$ cat config.mk
export PLATFORM = sky130hd
export DESIGN_NAME = regfile_mp
export DESIGN_NICKNAME = d
export VERILOG_FILES = /design/src/rtl/regfile_mp.sv
export SDC_FILE = /design/constraint.sdc
export NUM_CORES = 1
export LEC_CHECK = 0
export ABC_AREA = 1
export CORE_MARGIN = 2
export CORE_UTILIZATION = 31
export CTS_BUF_LIST = sky130_fd_sc_hd__clkbuf_4 sky130_fd_sc_hd__clkbuf_8 sky130_fd_sc_hd__clkbuf_16
export DETAILED_ROUTE_END_ITERATION = 8
export GPL_TIMING_DRIVEN = 0
export SLEW_MARGIN = 20
export SYNTH_ARGS = -nofsm -noshare
export SYNTH_HDL_FRONTEND = slang
export SYNTH_SLANG_ARGS = --single-unit
export TNS_END_PERCENT = 100
$ cat constraint.sdc
create_clock -name clk -period 1.7 [get_ports clk]
set_input_delay 0.255 -clock clk [delete_from_list [all_inputs] [get_ports clk]]
set_output_delay 0.255 -clock clk [all_outputs]
set_load 0.02 [all_outputs]
$ cat src/rtl/regfile_mp.sv
// Multi-port register file: two combinational read ports, one write port,
// optional write-to-read forwarding and a sequential clear sweep.
module regfile_mp #(
  parameter int DATA_W = 16,
  parameter int ADDR_W = 3,
  parameter int BYPASS = 1
) (
  input  logic              clk,
  input  logic              rst_n,
  input  logic [DATA_W-1:0] data_in,
  input  logic [ADDR_W-1:0] writenum,
  input  logic              write,
  input  logic [ADDR_W-1:0] readnum_a,
  input  logic [ADDR_W-1:0] readnum_b,
  input  logic              clear,
  output logic [DATA_W-1:0] data_out_a,
  output logic [DATA_W-1:0] data_out_b,
  output logic              busy,
  output logic              wr_drop
);

  localparam int DEPTH = 1 << ADDR_W;

  typedef enum logic {
    IDLE,
    CLEAR
  } state_t;

  state_t            state_q, state_d;
  logic [ADDR_W-1:0] cnt_q, cnt_d;
  logic              wr_drop_q, wr_drop_d;
  logic [DATA_W-1:0] regs_q [DEPTH];
  logic [DATA_W-1:0] regs_d [DEPTH];
  logic              fwd_en;

  always_comb begin
    state_d   = state_q;
    cnt_d     = cnt_q;
    wr_drop_d = 1'b0;
    regs_d    = regs_q;
    unique case (state_q)
      IDLE: begin
        // clear wins over a simultaneous write
        if (clear) begin
          state_d   = CLEAR;
          cnt_d     = '0;
          wr_drop_d = write;
        end else if (write) begin
          regs_d[writenum] = data_in;
        end
      end
      CLEAR: begin
        regs_d[cnt_q] = '0;
        wr_drop_d     = write;
        if (&cnt_q) begin
          state_d = IDLE;
          cnt_d   = '0;
        end else begin
          cnt_d = cnt_q + ADDR_W'(1);
        end
      end
      default: state_d = IDLE;
    endcase
  end

  always_ff @(posedge clk or negedge rst_n) begin
    if (!rst_n) begin
      state_q   <= IDLE;
      cnt_q     <= '0;
      wr_drop_q <= 1'b0;
      for (int i = 0; i < DEPTH; i++) begin
        regs_q[i] <= '0;
      end
    end else begin
      state_q   <= state_d;
      cnt_q     <= cnt_d;
      wr_drop_q <= wr_drop_d;
      regs_q    <= regs_d;
    end
  end

  assign fwd_en = (BYPASS != 0) && (state_q == IDLE)
                  && write && !clear;

  assign data_out_a = (fwd_en && (readnum_a == writenum))
                      ? data_in : regs_q[readnum_a];
  assign data_out_b = (fwd_en && (readnum_b == writenum))
                      ? data_in : regs_q[readnum_b];

  assign busy    = (state_q == CLEAR);
  assign wr_drop = wr_drop_q;

endmodule

* Word level (Yosys, flattened, before mapping) *
Cells that the tools add are included.

storage, ports and cells
  register bits = 133
  input bits = 29
  output and inout port bits = 34

operators by class
  $add $sub $neg = 1
  magnitude comparators = 6
  equality and inequality tests = 5
  muxes and demuxes = 24
  bitwise operators = 7
  reductions and logical operators = 9

operators with widths
  operator             count
  $mux 128             2
  $pmux 128 s2         1
  $and 128x128->128    1
  $bwmux 128           1
  $mux 16              8
  $not 128->128        1
  $bmux 16 s3          2
  $demux 16 s3         2
  $ge 4x4->1 const B   4
  $not 3->4            4
  $lt 4x1->1 const B   2
  $eq 3x3->1           2
  $logic_and 1x1->1    6
  $mux 3               2
  $ne 2x2->1 const B   3
  $pmux 3 s2           1
  $pmux 1 s2           2
  $add 3x1->3 const B  1
  $mux 1               3
  $reduce_and 3->1     1
  $reduce_and 2->1     1
  $logic_not 1->1      1
  $not 1->1            1

* Depth between registers and ports, before layout *
Gate-level depths: netlist (run 1).

  word-level depth = 9
  gate-level depth with buffers = 10
  depth with buffers taken out = 8

* Least setup slack after synthesis (run 1) *
Ideal clock, no wire load.

  path type = register to output
  start = reg state_q, in the netlist busy
  end = out data_out_a[10]
  arrival time = 1.443 ns
  setup slack = 0.002 ns
  cell stages (with the launch flop) = 9
  buffers on the path = 1
  path through = dfrtp_1 > nor2_4 > nand2_4 > nor2_2 > nand2_4 > inv_6 > buf_12 > nand2_1 > nand2_1

between the ends
  longest elaborated chain between the ends = 5

ends and longest elaborated chain
  what                            RTL line  RTL
  start: declaration              29        state_t state_q, state_d;
  start signal: assignment        75        state_q <= state_d;
  $not 1->1                       -
  $logic_and 1x1->1 (2 in a row)  83        && write && !clear;
  $logic_and 1x1->1               85        assign data_out_a = (fwd_en && (readnum_a == writenum))
  $mux 16                         86        ? data_in : regs_q[readnum_a];
  end: declaration                16        output logic [DATA_W-1:0] data_out_a,

Every way passes these cells.

* Worst setup path after layout (run 1) *
  start = reg state_q, in the netlist busy
  end = out data_out_a[8]

Same word-level chain as after synthesis.

==> results of run 1 <==
-- repair_timing --
action | 4_1_cts | 5_1_grt
pin swaps | 31 | 15
setup endpoints to repair | 43 | 43
hold buffers | 1 | 0
gates cloned | 0 | 2
endpoints found under the hold margin | 42 | 0
setup buffers | 9 | 3
gates resized for setup | 271 | 59
-- layer usage --
metal / vias to the layer above / GRT usage [%] / part of all wire (%)
met5: - / 0 / 0
met4: 0 / 10.9 / 4.3
met3: 84 / 3.74 / 8.0
met2: 452 / 36.0 / 44
met1: 4129 / 31.6 / 43
li1: 3925 / - / -
-- critical path, delay by kind of cell, from the launching register on --
family | cells | cell delay, ns
buffers and inverters | 2 | 0.31
DFF | 1 | 0.42
and+or+nand+nor | 6 | 0.68
-- area by class of cell --
type | instances | area, µm²
Sequential cell | 133 | 3330
Clock buffer | 19 | 447
Buffer | 69 | 490
Tap cell | 330 | 413
Inverter | 167 | 649
Timing Repair Buffer | 73 | 822
Fill cell | 2664 | 14900
Multi-Input combinational cell | 799 | 3960
Clock inverter | 11 | 198
-- cell usage after synthesis --
cell type / instances
nand2_2: 11
buf_2: 42
dfrtp_1: 133
nor2_2: 6
inv_6: 2
nand3_2: 2
nand3_1: 225
nand2_1: 406
buf_12: 2
nor2_1: 10
ha_1: 2
o21ai_0: 51
o22ai_1: 80
clkbuf_1: 12
inv_4: 1
inv_1: 155
nor2_4: 1
buf_6: 3
inv_2: 9
buf_4: 6
nand4_2: 1
a21oi_1: 1
buf_1: 4
nand2_4: 3
-- final timing paths --
kind	endpoint	from	depth (start not counted)	slack [ns]
setup reg to reg	regs_q[65]$_DFFE_PN0P_	busy$_DFF_PN0_	6	-0.09
min in group clk	regs_q[17]$_DFFE_PN0P_	writenum[0]	4	0.38
setup / recovery	data_out_a[8]	busy$_DFF_PN0_	8	-0.41
max in group asynchronous	busy$_DFF_PN0_	rst_n	3	0.61
hold reg to reg	regs_q[105]$_DFFE_PN0P_	regs_q[105]$_DFFE_PN0P_	2	0.54
hold / removal	regs_q[80]$_DFFE_PN0P_	rst_n	2	0.28
-- logic make-up after synthesis --
group,after synthesis
adder cells (fa/ha/maj),2
flip-flops,133
AND/OR/NAND/NOR,665
buffers and inverters,236
AO/OA/AOI/OAI,132
-- state kept, by name, indices dropped and copies added, names as in the netlist --
signal	cells
busy	1
wr_drop	1
regs_q	128
cnt_q	3
-- report_power, final --
group          switching, W  internal (W)  total, W
Combinational       0.00233       0.00120   0.00353
Clock               0.00152       0.00266   0.00418
Sequential         0.000164       0.00361   0.00378
-- through the flow --
| step | cells | setup slack [ns] | util, % | TNS [ns] |
|---|---|---|---|---|
| finish | 1601 | -0.406 | 40.8 | -12.30 |
| global route | 1601 | -0.448 | 40.8 | -14.45 |
| CTS | 1596 | -0.379 | 39.7 | -10.79 |
| detailed placement | 1556 | -0.994 | 35.8 | -47.72 |
| global placement | 1555 | -5.31 | 35.6 | -752.76 |
| floorplan | 1168 | 0.00183 | - | 0 |
==> metrics.md, run 1 <==
| Metric | Value |
|---|---|
| Status | finished with violations |
| Failing checks | negative setup slack |
| Grt total ovfl | 0 |
| Total track usage | 23.2% |
| Synthesized area per cell | 6.86 µm² |
| Routed vias/inst | 5.37 |
| Crit Path Category | reg -> out |
| CP required | 1.44 ns |
| Critical path arrival | 1.85 ns |
| Core area | 0.0253 mm² |
| Num CTS Buffers | 17 |
| Total power divided by cell area | 1110 mW/mm² |
| Critical path's slowest cell | dfrtp_2 |
| Row count | 58 |
| Synth unique cells | 24 |
| Number of I/O pins | 63 |
| Worst-path cell chain | nor2_4 > nand2_4 > nor2_4 > nand2_4 > buf_8 > nand3_1 > nand2_1 > buf_6 |
| Most common cell after layout, fill and taps aside | nand2_1 |
| ANT cells | 0 |
| Residual DRC count | 0 |
| Starting Density | 31.7% |
| Max-Cap Viols | 0 |
| Post-synthesis mux area share | 0% |
| Fin. Hold Viols | 0 |
| Initial DRC count | 988 |
| Synth Area in XOR/XNOR | 0% |
| Die Y | 165 µm |
| Clock latency on the worst-skew pair | 0.43 ns |
| Mapped Cells | 1168 |
| Adder-Cell Fraction of Synth Area | 0.312% |
| Post-layout power | 0.0115 W |
| Area share of the largest cell type after synthesis | 41.5% |
| Peak Freq | 475 MHz |
| Crit start category | register |
| Antenna viol nets, final | 0 |
| CTS tree | done |
| Via count | 8590 |
| Simple-gate share of the synthesized area | 35.8% |
| First-pass GRT wire length | 47400 µm |
| Area grow syn2layout | 28.6% |
| Post-DP Area | 0.00903 mm² |
| Count of input and output buffers | 57 |
| Post-Syn Area | 0.00801 mm² |
| CTS root buf | clkbuf_16 |
| Layout cells sized above 1 | 18.2% |
| Commonest non-fill, non-tap cells in the layout | nand2_1, nand3_1, inv_1 |
| Detailed placement HPWL | 22200 µm |
| Vias in the first global route | 8428 |
| Final Cycle Share | 124% |
| Worst Clk Skew | 0.00809 ns |
| Critical path capture point type | output port |
| Final Hold Slack | 0.284 ns |
| Die X | 165 µm |
| Fin nets | 1291 |
| Leakage | 5.42 nW |
| Compound-Gate Fraction of Synth Area | 9.49% |
| Post-synth top area cell | dfrtp_1 |
| Worst-path clk slew | 0.06 ns |
| Largest net degree at the start of global routing | 92 |
| Routed WL per cell | 19.1 µm |
| Final Worst Setup Slack | -0.406 ns |
| Peak supply drop | 0.624 mV |
| Worst Path Max Fanout | 10 |
| RSZ-0062 raised after global routing | true |
| Yosys reg bits | 133 |
| CTS H-tree lvls | 4 |
| Crit path time final | 2.11 ns |
| DRT Pass-1 Iters | 5 |
| Max Root-Sink Buffers | 2 |
| Final-report setup violation count | 42 |
| Final Cell Area | 0.0103 mm² |
| Routability-driven placement congestion ratio | 0.947 |
| Slew Viols, Final | 0 |
| Hold Crit Class | in -> async |
| Relative max-transition margin | 51.4% |
| Seq/Total Area, Yosys | 41.5% |
| Total die area | 0.0272 mm² |
| Ranking of synthesized cells by area | dfrtp_1, nand2_1, nand3_1 |
| DRT Wirelength | 30600 µm |
| Clock sink total | 133 |
| Syn nets | 1199 |
| Slew at the pin with the worst max-slew slack | 0.730 ns |
| Max incr delay on CP | 0.42 ns |
| Main combinational cell family by area after synthesis | simple AND/OR/NAND/NOR gates |
| Initial antenna violation count | 0 |
| Warnings, synthesis | 0 |
No activity file was read; power rests on OpenSTA's default activity.
==> run 2, diff against run 1 <==
Settings changed: GPL_TIMING_DRIVEN 0 to 1.
Clock period 1.7 ns to 1.87 ns, I/O delays scaled along.
==> metrics.md, run 2 (synthesized netlist as in run 1, its figures left out) <==
| Metric | Value |
|---|---|
| CTS H-tree lvls | 4 |
| Count of input and output buffers | 62 |
| Largest net degree at the start of global routing | 45 |
| DRT Pass-1 Iters | 8 |
| Area grow syn2layout | 35.7% |
| Final Cycle Share | 111% |
| Starting Density | 31.7% |
| Crit path time final | 2.08 ns |
| Flop pwr share | 31.0% |
| Die Y | 165 µm |
| RR Startpoint | busy$_DFF_PN0_ |
| Slew Viols, Final | 0 |
| Worst Clk Skew | 0.0113 ns |
| Max incr delay on CP | 0.40 ns |
| Routed WL per cell | 19.2 µm |
| Core area | 0.0253 mm² |
| Die X | 165 µm |
| Critical path's slowest cell | dfrtp_1 |
| Total power divided by cell area | 1020 mW/mm² |
| Status | finished with violations |
| Net Sw Frac | 34.3% |
| Initial antenna violation count | 0 |
| First-pass GRT wire length | 48300 µm |
| Total track usage | 23.7% |
| Peak supply drop | 0.703 mV |
| Number of I/O pins | 63 |
| Routed vias/inst | 5.29 |
| CTS tree | done |
| Detailed placement HPWL | 20800 µm |
| Initial DRC count | 946 |
| Crit Path Category | reg -> out |
| Worst Path Max Fanout | 6 |
| Buf/Inv on CP | 2 |
| Max-Cap Viols | 0 |
| Post-layout power | 0.0111 W |
| Fin. Hold Viols | 0 |
| Vias in the first global route | 8360 |
| Layout cells sized above 1 | 19.9% |
| Critical path capture point type | output port |
| Crit start category | register |
| Slew at the pin with the worst max-slew slack | 0.460 ns |
| Critical path arrival | 1.80 ns |
| Num CTS Buffers | 17 |
| Commonest non-fill, non-tap cells in the layout | nand2_1, nand3_1, inv_1 |
| CTS root buf | clkbuf_16 |
| Most common cell after layout, fill and taps aside | nand2_1 |
| Leakage | 5.60 nW |
| Residual DRC count | 0 |
| Clock sink total | 133 |
| Worst-path cell chain | nor2_4 > nand2_4 > nor2_4 > nand2_8 > buf_4 > nand3_2 > nand2_1 > buf_4 |
| Routability-driven placement congestion ratio | 0.906 |
| Via count | 8621 |
| RSZ-0062 raised after global routing | true |
| CP required | 1.59 ns |
| Final Worst Setup Slack | -0.213 ns |
| Cell family with most CP delay | simple AND/OR/NAND/NOR gates |
| Final-report setup violation count | 32 |
| Worst-path clk slew | 0.06 ns |
| ANT cells | 0 |
| Max Root-Sink Buffers | 2 |
| Failing checks | negative setup slack |
| Fin nets | 1317 |
| Antenna viol nets, final | 0 |
| DRT Wirelength | 31300 µm |
| NetSw | 0.00380 W |
| Critical path origin | busy$_DFF_PN0_ |
| Biggest regs | regs_q x128, cnt_q x3 |
| Top reg by flops | regs_q |
| Cell internal pwr | 0.00728 W |
| Row count | 58 |
| Clock latency on the worst-skew pair | 0.43 ns |
| Hold Crit Class | in -> async |
| Max FFs per register | 128 |
| Grt total ovfl | 0 |
| Final Hold Slack | 0.349 ns |
| Peak Freq | 480 MHz |
| Relative max-transition margin | 69.3% |
| Power share of the combinational group | 33.3% |
| Total die area | 0.0272 mm² |
| Clock power share | 35.6% |
run 2: cell count changes in the layout (fill, tap and decap cells not counted), sizes merged:
cell / change
dlymetal6s2s: -2
dlygate4sd2: +5
bufinv: +1
clkinvlp: +1
buf: +37
clkbuf: -14
clkinv: +1
inv: -1
run 2: stage by stage:
step	instances	worst slack, ns	util, %	cell area (µm²)	TNS, ns
after floorplan	1168	0.146	-	8010	0
after global placement	1592	-0.841	38.5	9720	-24.27
after detailed placement	1592	-0.851	38.5	9720	-24.11
after CTS	1629	-0.200	42.6	10800	-5.52
after global routing	1629	-0.268	43.1	10900	-7.46
final	1629	-0.213	43.1	10900	-5.25
run 2: power by group through the flow:
stage | clock network, W | registers, W | logic (W)
6_report | 0.00395 | 0.00344 | 0.00369
3_3_place_gp | 0 | 0.00347 | 0.00344
2_1_floorplan | 0 | 0.00348 | 0.00186
3_5_place_dp | 0 | 0.00349 | 0.00346
4_1_cts | 0.00399 | 0.00343 | 0.00359
5_1_grt | 0.00413 | 0.00348 | 0.00398
run 2: area by class of cell:
type                    instances  area [µm²]
repair inverters                1        8.76
clock buffers                  20         460
fillers                      2548       14400
repair buffers                167        1810
multi-input cells             799        3990
flip-flops and latches        133        3330
well taps                     330         413
inverters                     167         647
clock inverters                12         223
run 2: path summary, 6_finish.rpt:
check                      slack, ns  depth (start not counted)                     end
min in group clk                0.54                          2  regs_q[97]$_DFFE_PN0P_
hold reg to reg                 0.54                          2  regs_q[97]$_DFFE_PN0P_
max in group asynchronous       0.86                          3  regs_q[42]$_DFFE_PN0P_
setup reg to reg                0.43                          8  regs_q[42]$_DFFE_PN0P_
setup / recovery               -0.21                          8           data_out_a[1]
hold / removal                  0.35                          2  regs_q[16]$_DFFE_PN0P_
run 2: worst register-to-register path, stage by stage (launching register included):
cell,delay [ns]
dfrtp_1,0.40
nor2_4,0.12
nand2_4,0.09
buf_4,0.15
inv_4,0.07
nand2_2,0.11
nand2_2,0.10
buf_12,0.18
o22ai_1,0.10
run 2: what timing repair did:
action,CTS,global route
gates cloned,3,0
pin swaps,26,11
endpoints found under the hold margin,38,0
endpoints found under the setup margin,33,32
resized for setup,256,25
hold buffers,1,0
setup buffers,1,0
run 2: per-layer routing:
layer  wire length, µm  global-route usage [%]  part of all wire [%]  vias up
met3              3170                    5.47                    10       82
met1             13400                    32.7                    43     4055
met5                 0                       0                     0        -
met2             13700                    36.4                    44      498
met4              1040                    8.54                   3.3        0
li1                  -                       -                     -     3986
